`config.mk`:
```
export PLATFORM = sky130hd
export DESIGN_NAME = coin_acceptor
export DESIGN_NICKNAME = d
export VERILOG_FILES = /design/src/rtl/vm_pkg.sv /design/src/rtl/sensor_debounce.sv /design/src/rtl/coin_acceptor.sv
export SDC_FILE = /design/constraint.sdc
export NUM_CORES = 1
export LEC_CHECK = 0
export ABC_CLOCK_PERIOD_IN_PS = 7120
export BUFFER_PORTS_ARGS = -buffer_cell sky130_fd_sc_hd__buf_2
export CAP_MARGIN = 10
export CELL_PAD_IN_SITES_DETAIL_PLACEMENT = 1
export CELL_PAD_IN_SITES_GLOBAL_PLACEMENT = 2
export CORE_MARGIN = 2
export CORE_UTILIZATION = 40
export DETAILED_ROUTE_END_ITERATION = 16
export GPL_TIMING_DRIVEN = 0
export PLACE_DENSITY_LB_ADDON = 0.08
export RECOVER_POWER = 100
export SLEW_MARGIN = 20
export SYNTH_ARGS = -nofsm -noshare
export SYNTH_HDL_FRONTEND = slang
export SYNTH_HIERARCHICAL = 1
export SYNTH_SLANG_ARGS = --single-unit
```
`constraint.sdc`:
```
create_clock -name clk -period 7.12 [get_ports clk]
set_input_delay 1.068 -clock clk [delete_from_list [all_inputs] [get_ports clk]]
set_output_delay 1.068 -clock clk [all_outputs]
set_load 0.1 [all_outputs]
```
`src/rtl/vm_pkg.sv`:
```
// Shared definitions for the coin acceptor.
//   acc_state_t        : acceptor FSM state encoding
//   COIN_2C / COIN_10C : coin value encodings carried on coin_val and in the FIFO
//   DEF_*              : default debounce length and pulse-width thresholds (cycles)
package vm_pkg;

    typedef enum logic [1:0] {
        ST_IDLE     = 2'd0,
        ST_MEASURE  = 2'd1,
        ST_CLASSIFY = 2'd2,
        ST_JAM      = 2'd3
    } acc_state_t;

    localparam logic COIN_2C  = 1'b0;
    localparam logic COIN_10C = 1'b1;

    localparam int DEF_DEBOUNCE_CYC = 4;
    localparam int DEF_TWO_MIN      = 8;
    localparam int DEF_TWO_MAX      = 15;
    localparam int DEF_TEN_MIN      = 20;
    localparam int DEF_TEN_MAX      = 31;
    localparam int DEF_JAM_CYC      = 63;
    localparam int DEF_FIFO_DEPTH   = 4;

    // Width counter is 6 bits; JAM_CYC must fit in it.
    localparam int WIDTH_BITS = 6;

endpackage

```
`src/rtl/sensor_debounce.sv`:
```
// Two-flop synchroniser followed by a debouncer for the coin-slot sensor.
//   clk       : rising-edge clock
//   reset     : synchronous, active-high
//   sensor_in : raw asynchronous sensor level
//   level     : debounced level; follows the synchronised level only after it
//               has held a new value for DEBOUNCE_CYC consecutive cycles, so a
//               pulse of W >= DEBOUNCE_CYC cycles comes out W cycles wide.
module sensor_debounce
    import vm_pkg::*;
#(
    parameter int DEBOUNCE_CYC = DEF_DEBOUNCE_CYC
) (
    input  logic clk,
    input  logic reset,
    input  logic sensor_in,
    output logic level
);

    localparam int CW = $clog2(DEBOUNCE_CYC + 1);

    logic          sync1;
    logic          sync2;
    logic [CW-1:0] cnt;

    always_ff @(posedge clk) begin
        if (reset) begin
            sync1 <= 1'b0;
            sync2 <= 1'b0;
            cnt   <= '0;
            level <= 1'b0;
        end else begin
            sync1 <= sensor_in;
            sync2 <= sync1;
            // cnt holds how many consecutive cycles sync2 has disagreed with
            // level; the DEBOUNCE_CYC-th disagreement flips the level.
            if (sync2 != level) begin
                if (cnt == CW'(DEBOUNCE_CYC - 1)) begin
                    level <= sync2;
                    cnt   <= '0;
                end else begin
                    cnt <= cnt + 1'b1;
                end
            end else begin
                cnt <= '0;
            end
        end
    end

endmodule

```
`src/rtl/coin_acceptor.sv`:
```
// Coin acceptor: measures the debounced sensor pulse width, classifies the
// coin as 2-cent or 10-cent, buffers accepted coins in a small FIFO and hands
// them to the vending FSM one per cycle while accept_en is high.
//   clk, reset   : rising-edge clock, synchronous active-high reset
//   sensor_in    : raw coin-slot sensor, high while a coin occludes it
//   accept_en    : downstream can take a coin this cycle
//   coin_in_en   : registered one-cycle strobe, one coin delivered
//   coin_val     : value of the delivered coin (COIN_2C / COIN_10C)
//   coin_reject  : registered one-cycle pulse, coin sent to the return chute
//   jam          : high while the FSM sits in JAM
//   fifo_full    : FIFO holds FIFO_DEPTH coins
//   reject_cnt   : saturating count of rejected coins
// The FSM state is kept in the signal 'state' for checkers to bind to.
module coin_acceptor
    import vm_pkg::*;
#(
    parameter int DEBOUNCE_CYC = DEF_DEBOUNCE_CYC,
    parameter int TWO_MIN      = DEF_TWO_MIN,
    parameter int TWO_MAX      = DEF_TWO_MAX,
    parameter int TEN_MIN      = DEF_TEN_MIN,
    parameter int TEN_MAX      = DEF_TEN_MAX,
    parameter int JAM_CYC      = DEF_JAM_CYC,
    parameter int FIFO_DEPTH   = DEF_FIFO_DEPTH
) (
    input  logic       clk,
    input  logic       reset,
    input  logic       sensor_in,
    input  logic       accept_en,
    output logic       coin_in_en,
    output logic       coin_val,
    output logic       coin_reject,
    output logic       jam,
    output logic       fifo_full,
    output logic [7:0] reject_cnt
);

    localparam int PW = (FIFO_DEPTH > 1) ? $clog2(FIFO_DEPTH) : 1;
    localparam int CW = $clog2(FIFO_DEPTH + 1);

    localparam logic [WIDTH_BITS-1:0] TWO_MIN_W = WIDTH_BITS'(TWO_MIN);
    localparam logic [WIDTH_BITS-1:0] TWO_MAX_W = WIDTH_BITS'(TWO_MAX);
    localparam logic [WIDTH_BITS-1:0] TEN_MIN_W = WIDTH_BITS'(TEN_MIN);
    localparam logic [WIDTH_BITS-1:0] TEN_MAX_W = WIDTH_BITS'(TEN_MAX);
    localparam logic [WIDTH_BITS-1:0] JAM_W     = WIDTH_BITS'(JAM_CYC);

    // ---------------- sensor conditioning ----------------
    logic deb;
    logic deb_q;
    logic rise;
    logic fall;

    sensor_debounce #(.DEBOUNCE_CYC(DEBOUNCE_CYC)) u_sensor_debounce (
        .clk       (clk),
        .reset     (reset),
        .sensor_in (sensor_in),
        .level     (deb)
    );

    always_ff @(posedge clk) begin
        if (reset) deb_q <= 1'b0;
        else       deb_q <= deb;
    end

    assign rise = deb & ~deb_q;
    assign fall = ~deb & deb_q;

    // ---------------- FIFO ----------------
    logic          mem [FIFO_DEPTH];
    logic [PW-1:0] wr_ptr;
    logic [PW-1:0] rd_ptr;
    logic [CW-1:0] count;
    logic          empty;
    logic          full;
    logic          push;
    logic          push_val;
    logic          pop;

    function automatic logic [PW-1:0] ptr_inc(input logic [PW-1:0] p);
        return (p == PW'(FIFO_DEPTH - 1)) ? '0 : p + 1'b1;
    endfunction

    assign empty     = (count == '0);
    assign full      = (count == CW'(FIFO_DEPTH));
    assign pop       = accept_en & ~empty;
    assign fifo_full = full;

    always_ff @(posedge clk) begin
        if (push) mem[wr_ptr] <= push_val;
    end

    always_ff @(posedge clk) begin
        if (reset) begin
            wr_ptr     <= '0;
            rd_ptr     <= '0;
            count      <= '0;
            coin_in_en <= 1'b0;
            coin_val   <= 1'b0;
        end else begin
            if (push) wr_ptr <= ptr_inc(wr_ptr);
            if (pop)  rd_ptr <= ptr_inc(rd_ptr);
            case ({push, pop})
                2'b10:   count <= count + 1'b1;
                2'b01:   count <= count - 1'b1;
                default: count <= count;
            endcase
            coin_in_en <= pop;
            coin_val   <= pop ? mem[rd_ptr] : 1'b0;
        end
    end

    // ---------------- FSM ----------------
    acc_state_t            state;
    acc_state_t            state_next;
    logic [WIDTH_BITS-1:0] width;
    logic [WIDTH_BITS-1:0] width_next;
    logic                  reject_next;
    logic                  is_two;
    logic                  is_ten;

    assign is_two = (width >= TWO_MIN_W) && (width <= TWO_MAX_W);
    assign is_ten = (width >= TEN_MIN_W) && (width <= TEN_MAX_W);

    always_ff @(posedge clk) begin
        if (reset) begin
            state       <= ST_IDLE;
            width       <= '0;
            coin_reject <= 1'b0;
            reject_cnt  <= 8'd0;
        end else begin
            state       <= state_next;
            width       <= width_next;
            coin_reject <= reject_next;
            if (reject_next && reject_cnt != 8'hFF) reject_cnt <= reject_cnt + 8'd1;
        end
    end

    always_comb begin
        state_next  = state;
        width_next  = width;
        push        = 1'b0;
        push_val    = COIN_2C;
        reject_next = 1'b0;
        case (state)
            ST_IDLE: begin
                if (rise) begin
                    state_next = ST_MEASURE;
                    width_next = WIDTH_BITS'(1);
                end
            end
            ST_MEASURE: begin
                // A falling level ends the pulse; reaching JAM_W stops the
                // counter there so it can never wrap.
                if (!deb) begin
                    state_next = ST_CLASSIFY;
                end else if (width == JAM_W) begin
                    state_next = ST_JAM;
                end else begin
                    width_next = width + 1'b1;
                end
            end
            ST_CLASSIFY: begin
                state_next = ST_IDLE;
                width_next = '0;
                if (is_two || is_ten) begin
                    // A pop in this cycle frees a slot, so a full FIFO can
                    // still take the coin.
                    if (!full || pop) begin
                        push     = 1'b1;
                        push_val = is_ten ? COIN_10C : COIN_2C;
                    end else begin
                        reject_next = 1'b1;
                    end
                end else begin
                    reject_next = 1'b1;
                end
            end
            ST_JAM: begin
                if (fall) begin
                    state_next  = ST_IDLE;
                    width_next  = '0;
                    reject_next = 1'b1;
                end
            end
            default: begin
                state_next = ST_IDLE;
                width_next = '0;
            end
        endcase
    end

    assign jam = (state == ST_JAM);

endmodule

```
==> summary.md <==
| Metric | Value |
|---|---|
| Status | finished, final reports clean |
| Chip width | 72.2 um |
| Clk pin slew, worst setup/hold paths | 0.07 ns |
| Hold buffers post-CTS | 0 |
| Resized cells post-CTS | 0 |
| Vias in the first global route | 1531 |
| Critical path's top delay family | simple AND/OR/NAND/NOR gates |
| Final clock skew | 0.00899 ns |
| Worst path max stage delay | 0.96 ns |
| Layout cells sized above 1 | 8.26% |
| Max-Cap Viols | 0 |
| Post-route cell area | 0.00205 mm2 |
| CP endpoint kind | flop |
| Clk sinks | 37 |
| Cell accounting for the most synthesized area | dfxtp_1 |
| Fin crit period | 3.29 ns |
| Final WL | 4260 um |
| CTS tree | built |
| Cell count after synthesis | 194 |
| # port buffers | 16 |
| H-tree levels | 2 |
| Initial core utilization | 42.1% |
| Initial antenna violation count | 0 |
| Main area contributors after synthesis | dfxtp_1 36%, ha_1 8.1%, edfxtp_1 6.5%, a21oi_1 4.0%, o31ai_1 3.6% |
| Max Clk Rate | 304 MHz |
| Syn_nets | 211 |
| Gr usage total | 18.3% |
| Bufs on Longest Clock Path | 2 |
| Worst skew pair latency | 0.29 ns |
| Vias per cell | 5.44 |
| Die ar. | 0.00521 mm2 |
| Total negative setup slack | 0 ns |
| Area grow syn2layout | 10.3% |
| Wire length per cell | 15.8 um |
| Syn avg cell area | 9.58 um2 |
| Die Y-Extent | 72.2 um |
| Worst Path Arrival | 3.52 ns |
| Highest-delay cell along the critical path | nor4_1 |
| RD Place Congestion | 0.774 |
| Synthesis warning total | 6 |
| Netlist Area Pre-Place | 0.00186 mm2 |
| EDFF count, synth | 4 |
| Post-placement cell count | 262 |
| Row cnt | 24 |
| Grt ovf | 0 |
| Ports | 17 |
| Peak supply drop | 110 uV |
| Seq/Total Area, Yosys | 42.0% |
| Fin crit share | 46.2% |
| Largest net degree at the start of global routing | 13 |
| Leakage | 0.000731 uW |
| Initial drt markers | 31 |
| Core ar. | 0.00441 mm2 |
| Fin nets | 234 |
| Min-delay worst type | reg2reg |
| DRC violations left | 0 |
| Final setup fails | 0 |
| Postcts setup bufs | 0 |
| Netlist cell types | 46 |
| Synth Register Bits | 37 |
| Diodes inserted | 0 |
| WP data required | 7.34 ns |
| Fraction of registers with async set/reset | 0% |
| Routed Antenna Nets | 0 |
| Cell breakdown of the critical path | buf_2 -> inv_1 -> a21o_1 -> nor4_1 -> inv_1 -> ha_1 -> inv_1 -> fa_1 -> xor2_1 -> or3_1 -> a21oi_1 |
| DP Wirelength | 3160 um |
| Slew headroom | 20.2% |
| Buf/Inv on CP | 4 |
| Crit Path Class | in2reg |
| Kind of start point of the critical path | input pin |
| RSZ-0062 raised after global routing | false |
| Root Buffer | clkbuf_8 |
| Drt first pass iters | 4 |
| Final Hold Viols | 0 |
| Final slew viol count | 0 |
| Actual slew at the worst max-slew pin | 1.19 ns |
| Most used cell, CP | inv_1 |
| Pwr dens | 194 mW/mm2 |
| Vias post-DR | 1468 |
| First-pass GRT wire length | 7290 um |
| Final Non-Filler Cells | 270 |
| CTS buffer count | 5 |
| Pwr Total | 398 uW |
| Post-Place Cell Area | 0.00200 mm2 |
| Top-area cell type share of the netlist area | 35.5% |
| Max FO, Critical Path | 8 |
| Top FF cell, synth | dfxtp_1 |
==> worst paths after layout <==
kind	depth (start not counted)	to	slack, ns	from
min	1	u_sensor_debounce/cnt[0]	0.45	u_sensor_debounce/cnt[0]
min reg2reg	1	u_sensor_debounce/cnt[0]	0.45	u_sensor_debounce/cnt[0]
max	11	count[2]	3.83	accept_en
max reg2reg	11	count[2]	3.91	width[1]
==> state kept, by name, indices dropped and copies added, names as in the netlist, 2 cells and up <==
register,count
mem,4
state,2
width,6
rd_ptr,2
reject_cnt,8
count,3
wr_ptr,2
u_sensor_debounce/cnt,3
==> where the power goes <==
group	total, uW	internal (uW)	switching (uW)
clock network	181	103	78.2
logic	5.93	1.57	4.36
registers	211	211	0.343
total	398	315	82.9
==> layer usage <==
layer | vias up | share of wire (%) | GRT usage, %
met5 | - | 0 | 0
met4 | 0 | 2.1 | 7.97
met3 | 10 | 2.5 | 3.89
met2 | 16 | 49 | 31.8
met1 | 700 | 47 | 21.8
li1 | 742 | - | -
==> per-stage QoR <==
step	hold WS (ns)	worst slack [ns]	util, %
final	0.450	3.83	46.5
after global routing	0.473	3.52	46.5
after CTS	0.446	4.37	47.9
after detailed placement	0.428	4.06	45.4
after global placement	0.415	4.14	45.4
after floorplan	0.404	3.82	-
==> layout by cell type, fill, tap and decap left out, types with 2 or more instances in the layout <==
cell type / n
buf_2: 3
a21oi_1: 15
mux2i_1: 5
clkbuf_8: 5
xnor2_1: 3
and2_0: 5
nor2_1: 15
xor2_1: 3
nor2b_1: 5
o21ai_0: 6
or3_1: 3
inv_1: 14
or4_1: 6
nor3_1: 4
nand4_1: 2
nand2_1: 9
clkbuf_1: 18
dfxtp_1: 33
ha_1: 12
edfxtp_1: 4
nor4_1: 3
o31ai_1: 9
a31oi_1: 4
nand3_1: 7
==> cells in the mapped netlist, types with 2 or more instances <==
cell type,n
dfxtp_1,33
a21oi_1,15
nor2_1,15
inv_1,14
ha_1,12
nand2_1,9
o31ai_1,9
nand3_1,7
and2_1,6
o21ai_0,6
or4_1,6
nor2b_1,5
a31oi_1,4
edfxtp_1,4
mux2i_1,4
nor3_1,4
clkbuf_1,3
or3_1,3
xnor2_1,3
xor2_1,3
nand4_1,2
nor3b_2,2
nor4_1,2
==> kinds of logic after synthesis <==
kind of cell,Yosys count,synth area share [%]
and+or+nand+nor,72,23.3
AOI/OAI and AO/OA,41,13.9
DFF,37,42.0
buffers and inverters,19,4.31
adders and majority gates,13,9.15
xor gates and xnor gates,6,2.83
muxes,6,4.58
==> layout make-up <==
class,instances,area [um2]
Inverter,14,52.6
Fill cell,536,2360
Tap cell,52,65.1
Clock buffer,5,68.8
Sequential cell,37,781
Buffer,5,20.0
Clock inverter,3,41.3
Multi-Input combinational cell,138,960
Timing Repair Buffer,16,62.6
No activity file was read; power rests on OpenSTA's default activity.
